<file path="config.mk">
export PLATFORM = sky130hd
export DESIGN_NAME = hazard_ctl
export DESIGN_NICKNAME = d
export VERILOG_FILES = /design/src/rtl/hazard_ctl.sv
export SDC_FILE = /design/constraint.sdc
export NUM_CORES = 1
export LEC_CHECK = 0
export ABC_CLOCK_PERIOD_IN_PS = 3200
export BUFFER_PORTS_ARGS = -buffer_cell sky130_fd_sc_hd__buf_2
export CAP_MARGIN = 20
export CORE_UTILIZATION = 46
export CTS_CLUSTER_DIAMETER = 150
export CTS_CLUSTER_SIZE = 25
export DETAILED_ROUTE_END_ITERATION = 8
export PLACE_DENSITY = 0.76
export SYNTH_ARGS = -nofsm -noshare
export SYNTH_HDL_FRONTEND = slang
export SYNTH_SLANG_ARGS = --single-unit
</file>
<file path="constraint.sdc">
create_clock -name clk -period 3.2 [get_ports clk]
set_clock_uncertainty 0.15 [all_clocks]
set_input_delay 0.32 -clock clk [delete_from_list [all_inputs] [get_ports clk]]
set_output_delay 0.32 -clock clk [all_outputs]
set_load 0.02 [all_outputs]
</file>
<file path="src/rtl/hazard_ctl.sv">
// Decode-stage hazard controller: freezes PC/IF-ID and bubbles ID/EXE when
// forwarding cannot cover a dependency, applies branch flushes, and keeps
// saturating stall statistics.

`ifndef FLD_REGNUM_SIZE
`define FLD_REGNUM_SIZE 5
`endif
`ifndef RESULT_FWD_NONE
`define RESULT_FWD_NONE 2'd0
`endif
`ifndef RESULT_FWD_MEM
`define RESULT_FWD_MEM 2'd1
`endif
`ifndef RESULT_FWD_WB
`define RESULT_FWD_WB 2'd2
`endif

module hazard_ctl #(
  parameter int unsigned CNT_W = 16
) (
  input  logic                        clk,
  input  logic                        rst,
  input  logic                        enabled,
  input  logic                        id_Valid,
  input  logic [`FLD_REGNUM_SIZE-1:0] id_Arg1,
  input  logic [`FLD_REGNUM_SIZE-1:0] id_Arg2,
  input  logic                        id_Arg1Used,
  input  logic                        id_Arg2Used,
  input  logic [`FLD_REGNUM_SIZE-1:0] exe_DstReg,
  input  logic [`FLD_REGNUM_SIZE-1:0] mem_DstReg,
  input  logic [1:0]                  exe_FwdStage,
  input  logic [1:0]                  mem_FwdStage,
  input  logic                        exe_BranchTaken,
  output logic                        pc_Hold,
  output logic                        ifid_Hold,
  output logic                        idexe_Bubble,
  output logic                        ifid_Flush,
  output logic                        idexe_Flush,
  output logic                        busy,
  output logic [CNT_W-1:0]            stallCycles,
  output logic [CNT_W-1:0]            stallEvents
);

  localparam int unsigned REG_W = `FLD_REGNUM_SIZE;
  localparam logic [CNT_W-1:0] CNT_MAX = '1;

  typedef enum logic {IDLE, STALL} state_t;

  state_t     state, nextState;
  logic [1:0] cnt, nextCnt;
  logic [1:0] need1, need2, needMax;
  logic       hold, newEvent, flush;

  // Stall cycles demanded by one source operand (EXE match beats MEM match)
  function automatic logic [1:0] srcStall(input logic [REG_W-1:0] arg, input logic used);
    logic exeHit, memHit;
    exeHit = id_Valid && used && (arg != '0) && (arg == exe_DstReg) &&
             (exe_FwdStage != `RESULT_FWD_NONE);
    memHit = id_Valid && used && (arg != '0) && (arg == mem_DstReg) &&
             (mem_FwdStage != `RESULT_FWD_NONE);
    if (enabled) begin
      srcStall = (exeHit && exe_FwdStage == `RESULT_FWD_WB) ? 2'd1 : 2'd0;
    end else if (exeHit) begin
      srcStall = 2'd2;
    end else if (memHit) begin
      srcStall = 2'd1;
    end else begin
      srcStall = 2'd0;
    end
  endfunction

  // Per-source requirement and the larger of the two
  always_comb begin
    need1   = srcStall(id_Arg1, id_Arg1Used);
    need2   = srcStall(id_Arg2, id_Arg2Used);
    needMax = (need1 > need2) ? need1 : need2;
  end

  // Next-state and hold/flush decode; flush overrides any stall
  always_comb begin
    nextState = state;
    nextCnt   = cnt;
    hold      = 1'b0;
    newEvent  = 1'b0;
    flush     = 1'b0;
    if (rst) begin
      nextState = IDLE;
      nextCnt   = 2'd0;
    end else if (exe_BranchTaken) begin
      flush     = 1'b1;
      nextState = IDLE;
      nextCnt   = 2'd0;
    end else begin
      case (state)
        IDLE: begin
          if (needMax != 2'd0) begin
            hold     = 1'b1;
            newEvent = 1'b1;
            if (needMax == 2'd2) begin
              nextState = STALL;
              nextCnt   = 2'd1;
            end
          end
        end
        STALL: begin
          hold = 1'b1;
          if (cnt == 2'd1) begin
            nextState = IDLE;
            nextCnt   = 2'd0;
          end else begin
            nextCnt = cnt - 2'd1;
          end
        end
        default: begin
          nextState = IDLE;
          nextCnt   = 2'd0;
        end
      endcase
    end
  end

  // Output fan-out; everything is quiet while reset is held
  always_comb begin
    pc_Hold      = hold;
    ifid_Hold    = hold;
    idexe_Bubble = hold;
    ifid_Flush   = flush;
    idexe_Flush  = flush;
    busy         = !rst && (state == STALL);
  end

  // State register and saturating statistics
  always_ff @(posedge clk) begin
    if (rst) begin
      state       <= IDLE;
      cnt         <= 2'd0;
      stallCycles <= '0;
      stallEvents <= '0;
    end else begin
      state <= nextState;
      cnt   <= nextCnt;
      if (hold && stallCycles != CNT_MAX) stallCycles <= stallCycles + CNT_W'(1);
      if (newEvent && stallEvents != CNT_MAX) stallEvents <= stallEvents + CNT_W'(1);
    end
  end

endmodule

</file>
* Word level (Yosys, flattened, before mapping)
Cells that the tools add are included.
** Storage, ports and cells
- Bits of input ports :: 31
- Bits in registers :: 35
- Word-level logic and storage cells :: 71
** Cells by class
- Bitwise operators :: 1
- Muxes and demuxes :: 26
- Equal/unequal tests :: 11
- $lt $le $gt $ge :: 1
- Reductions and logical operators :: 25
- $add $sub $neg :: 3
** Operator list (count)
- 16-bit by 1-bit adder with 16-bit output, second input constant :: 2
- 16-bit inequality test, second input constant :: 2
- 5-bit == test :: 4
- 1-bit logical AND :: 17
- 2-bit two-way mux :: 8
- 1-bit two-way mux :: 15
- 5-bit nonzero test :: 2
- 2-bit nonzero test :: 3
- 2-bit == test, second input constant :: 2
- 2-bit inequality test, second input constant :: 2
- 1-bit one-hot mux with 2 select lines :: 2
- 2-bit one-hot mux with 2 select lines :: 1
- 2-bit by 1-bit == test with 1-bit output, second input constant :: 1
- 2-bit > comparator :: 1
- 2-bit AND reduction :: 1
- 2-bit OR reduction :: 1
- 2-bit by 1-bit subtractor with 2-bit output, second input constant :: 1
- 1-bit zero test :: 1
- 1-bit NOT :: 1

* Logic depth before layout (Yosys ltp)
- Word-level depth :: 15
- Gate-level depth with buffers :: 16
- Mapped depth without buffers :: 15

* Least setup slack after synthesis
No wires, ideal clock.
- Kind :: in2reg
- Start :: input port id_Arg1[4]
- End :: register stallCycles[5]
- Cell stages on the path :: 15
- Setup time :: 0.123 ns
- Arrival :: 3.389 ns
- Path slack :: -0.462 ns
- Cells stage by stage :: xnor2_1 > nand3_1 > or4_4 > and2_1 > o22ai_1 > nand2_1 > ha_1 > nor2_1 > a2bb2oi_1 > nand2b_1 > a211oi_2 > o41ai_4 > inv_1 > and4b_1 > mux2_1
** Between the ends
- Cells in the longest elaborated chain, start to end :: 15
- Elaborated cells between the ends (all ways) :: 21
- Classes of those cells :: 1 x order compare; 2 x eq/ne; 9 x mux; 9 x reduce/logical
** RTL lines
- from (decl) :: line 25 : input logic [`FLD_REGNUM_SIZE-1:0] id_Arg1,
- 5-bit nonzero test :: line 57, 59
- 1-bit logical AND :: line 57, 59
- 1-bit logical AND (on tied branches) (2 in series) :: line 59, 57
- 1-bit two-way mux / 1-bit logical AND (equally long branches)
- 2-bit two-way mux / 1-bit two-way mux (equally long branches) :: line 63, 62
- 2-bit two-way mux (*) :: line 61 : if (enabled) begin
- 2-bit > comparator :: line 76 : needMax = (need1 > need2) ? need1 : need2;
- 2-bit two-way mux (*) :: line 76
- 2-bit nonzero test (*) :: line 96 : if (needMax != 2'd0) begin
- 1-bit two-way mux (*) :: line 96
- 1-bit one-hot mux with 2 select lines (*) :: line 94 : case (state)
- 1-bit two-way mux (*) :: line 89 : end else if (exe_BranchTaken) begin
- 1-bit two-way mux (*) :: line 86 : if (rst) begin
- net idexe_Bubble :: line 36 : output logic idexe_Bubble,
- 1-bit logical AND (*) :: line 142 : if (hold && stallCycles != CNT_MAX) stallCycles <= stallCycles + CNT_W'(1);
- to (signal assigned) :: line 142
- to (decl) :: line 40 : output logic [CNT_W-1:0] stallCycles,
Mark *: on every way through the listed nets, which the timed path passes. The rest lies on a longest branch.
A chain may end at the register's enable or synchronous reset.

* Final worst setup path
- Start :: input port id_Arg1[0]
- End :: output port ifid_Hold
** Between the ends
- Cells in the longest elaborated chain, start to end :: 14
- Elaborated cells between the ends (all ways) :: 20
- Classes of those cells :: 1 x order compare; 2 x eq/ne; 9 x mux; 8 x reduce/logical
** RTL lines
- 5-bit nonzero test :: line 57, 59
- 1-bit logical AND :: line 57, 59
- 1-bit logical AND (on tied branches) (2 in series) :: line 59, 57
- 1-bit two-way mux / 1-bit logical AND (equally long branches)
- 2-bit two-way mux / 1-bit two-way mux (equally long branches) :: line 63, 62
- 2-bit two-way mux (*) :: line 61
- 2-bit > comparator :: line 76
- 2-bit two-way mux (*) :: line 76
- 2-bit nonzero test (*) :: line 96
- 1-bit two-way mux (*) :: line 96
- 1-bit one-hot mux with 2 select lines (*) :: line 94
- 1-bit two-way mux (*) :: line 89
- 1-bit two-way mux (*) :: line 86
- to (decl) :: line 35 : output logic ifid_Hold,
Every way passes the cells marked *; elsewhere a longest branch is shown, timed or not.

==> results.md <==
* Number of H-tree levels at 2
* IO Pins at just under 70
* Synth Register Bits at 35
* Initial antenna violation count at 0
* Ys Warns at 0
* Initial Utilization at a little under half
* # hold bufs at CTS at 0
* Critical-path maximum fanout at 5
* Vias in the first global route at about 2200
* Sw Ratio at approximately a quarter
* Synth Area per Inst at between 8 and 9 um2
* Reg2Reg Capture Point: stallEvents[15]
* CTS tree: yes
* Pins Over Slew Limit at 0
* Final Non-Filler Cells at approximately 450
* Sink Count at 35
* Fill cells at ~320
* Final instance area at between 0.003 and 0.004 mm2
* Post-Synth Simple-Gate Area at between 20% and 30%
* WL per Instance at 15.45 um
* Die area at ~0.0052 mm2
* WP data required at between 2 and 3 ns
* Layout cells sized above 1 at 49.74%
* Synthesized cell area at between 0.002 and 0.0025 mm2
* Leading area contributor after synthesis: dfxtp_1
* Residual DRC at 0
* Clock Tree Root: clkbuf_8
* Synth unique cells at 48
* Fmax at roughly 300 MHz
* Mux contribution to synthesized area at 2.341%
* GRT Util Overall at between 20% and 30%
* GP Congestion at between 0.8 and 0.9
* Leak pwr at between 1 and 1.5 nW
* Ant. Diodes at 0
* Placed instance area at a little under 0.003 mm2
* WP data arrival at a little under 3 ns
* Global route overflow at 0
* Endpoints failing setup at 25
* Area Overhead vs Synth at 58.70%
* Pwr/cell area at around 260 mW/mm2
* Maxcap violations at 0
* Core area at about 0.0047 mm2
* Unrepaired setup endpoints after global routing: true
* Layout net count at 420
* Clock transition at path regs at 0.08 ns
* Hold Path Stages at 3
* Slew @ Worst Pin at between 0.4 and 0.5 ns
* Failing checks: setup timing
* EDFF count, synth at 0
* Synth top area cells: dfxtp_1, xnor2_1, or3_1, a21oi_1, nand2_1
* Vias per inst at ~5.6
* DRT Wirelength at approximately 7000 um
* Worst-Skew Late Latency at between 0.2 and 0.3 ns
* CTS Buf Count at 5
* R2r startpoint: stallEvents[8]
* Peak supply drop at roughly 280 uV
* Post-Synth Adder-Cell Area at about 3.3%
* Cell Int Power at slightly below 0.7 mW
* Tcrit/Tclk final at 104.9%
* R2R setup slack at 0.51 ns
* Die width at 71.86 um
* Clock power frac at 37.1%
* Pre-antenna DRT Iters at 4
* Min-delay src: rst
* Hold endpoint: cnt[1]
* Final WS setup at -0.1557 ns
* First-pass GRT wire length at 10020 um
* Pre-CTS setup slack at -0.4678 ns
* Clock Path Buffers at 2
* Synth Area in Compound Gates at between 20% and 30%
* Sum Neg Setup Slack at -1.908 ns
* Post-layout util at about three quarters
* Post-synth ARST share at 0%
* Post-DRT Antenna Nets at 0
* Crit path launch type: input pin
* Net switching power at ~0.23 mW
* Syn_nets at between 300 and 400
* Post-Synth XOR/XNOR Area at between 8 and 9%
* Die Span Y at a little over 70 um
* Largest net degree at the start of global routing at 35
* PortBufs at 68
* Rows at 25
* DP HPWL at around 4300 um
* Post-synthesis sequential area ratio at roughly 31%
* Ys flop type: dfxtp_1
* CP Capture Type: primary output
* Critical setup path kind: in -> out
* Sequential power share at 47.6%
* Run status: complete, but fails checks
* Post-synth top cells: dfxtp_1, a21oi_1, nand2_1, or3_1, nand3_1
* Vias at ~2500
* Top cell type's share of synthesized area at between 30% and 40%
* Comb power frac at between 15 and 20%
* Max_slew headroom at between 60% and 70%
* Min-delay worst type: in -> reg
* Placed Instances at roughly 430
* R2R cell count at 9
* Post-synthesis cell count at 276
* DR iter-0 viols at 110
* Final hold vios at 0
* Main combinational cell family by area after synthesis: simple AND/OR/NAND/NOR gates
* Top-count cell post-synth: dfxtp_1
* Clock period minus worst slack at between 3 and 4 ns
cell type report:
cell class	instances	area (um2)	area share, %
Clock inverter	1	8.758	0.2459
Inverter	10	37.54	1.054
Tap cell	67	83.83	2.353
Multi-Input combinational cell	217	1827	51.28
Timing Repair Buffer	114	818.3	22.97
Clock buffer	7	86.33	2.424
Sequential cell	35	700.7	19.67
flip-flops by register name (all words and copies together), names as in the netlist:
register,count
cnt,2
state,1
stallCycles,16
stallEvents,16
cell families after synthesis:
kind of cell	after synthesis
and+or+nand+nor	116
muxes	5
adders and majority gates	6
DFF	35
AOI/OAI and AO/OA	69
xor gates and xnor gates	21
buffers and inverters	24
power by group through the flow:
stage | combinational, mW | clock, mW | sequential (mW)
final | 0.140 | 0.340 | 0.436
after global routing | 0.150 | 0.363 | 0.436
after CTS | 0.118 | 0.346 | 0.436
after detailed placement | 0.106 | 0 | 0.446
after global placement | 0.106 | 0 | 0.446
after floorplan | 0.0518 | 0 | 0.446
worst max path at each step:
stage	startpoint	end	slack, ns	depth (start not counted)
2_1_floorplan	id_Arg1[1]	stallCycles[5]	-0.17	14
3_3_place_gp	id_Arg1[3]	stallEvents[9]	-0.38	17
3_5_place_dp	id_Arg1[3]	stallEvents[8]	-0.47	17
4_1_cts	exe_DstReg[3]	pc_Hold	-0.13	15
5_1_grt	id_Arg1[4]	stallCycles[10]	-0.31	18
6_report	id_Arg1[0]	ifid_Hold	-0.16	15
placed cells by master (no fill, tap or decap), types with 3 or more instances in the layout:
cell type,Yosys,final
buf_2,3,58
buf_4,3,36
dfxtp_1,35,35
nand2_1,23,20
nand3_1,17,16
a21oi_2,0,15
nor2_1,15,14
buf_6,1,14
xnor2_1,16,11
or3_1,19,10
and3_1,10,10
inv_1,10,9
or3_4,0,9
o21ai_0,16,9
a21oi_1,23,8
or4_4,1,6
o21ai_1,0,6
clkbuf_8,0,6
o31ai_1,7,5
ha_1,6,5
buf_8,0,4
xnor2_2,0,3
xor2_1,5,3
nand4_1,3,3
or2_2,3,3
nand2_2,0,3
nor2b_1,3,3
mux2i_1,3,3
or4_1,8,3
o41ai_2,0,3
per-layer routing:
metal,share of wire (%),up-vias,GRT usage (%)
li1,-,1231,-
met1,43,1223,30.75
met2,51,79,40.46
met3,4.5,14,4.782
met4,1.8,0,8.279
met5,0,-,0
worst max-delay path, cell delays in order:
cell and delay [ns]:
buf_2 0.12, xnor2_1 0.21, nand4_1 0.15, or3_4 0.35, and2_4 0.14, o22ai_2 0.14
nand2_2 0.09, ha_4 0.17, nor2_4 0.07, a2bb2oi_2 0.17, nand2b_4 0.18, o32ai_4 0.10
o41ai_4 0.37, inv_2 0.13, buf_6 0.16
through the flow:
step | power (mW) | hold slack [ns]
after global placement | 0.5514 | 0.3065
after floorplan | 0.4977 | 0.2916
after CTS | 0.9003 | 0.1861
final | 0.9158 | 0.1942
after detailed placement | 0.5519 | 0.3294
after global routing | 0.9489 | 0.2038
timing repair:
action | in CTS | in global routing
resized for setup | 28 | 82
pin swaps | 9 | 31
setup endpoints to repair | 33 | 37
setup buffers | 1 | 8
gates cloned | 0 | 4
Note: power is estimated with default switching activity, not from simulation.
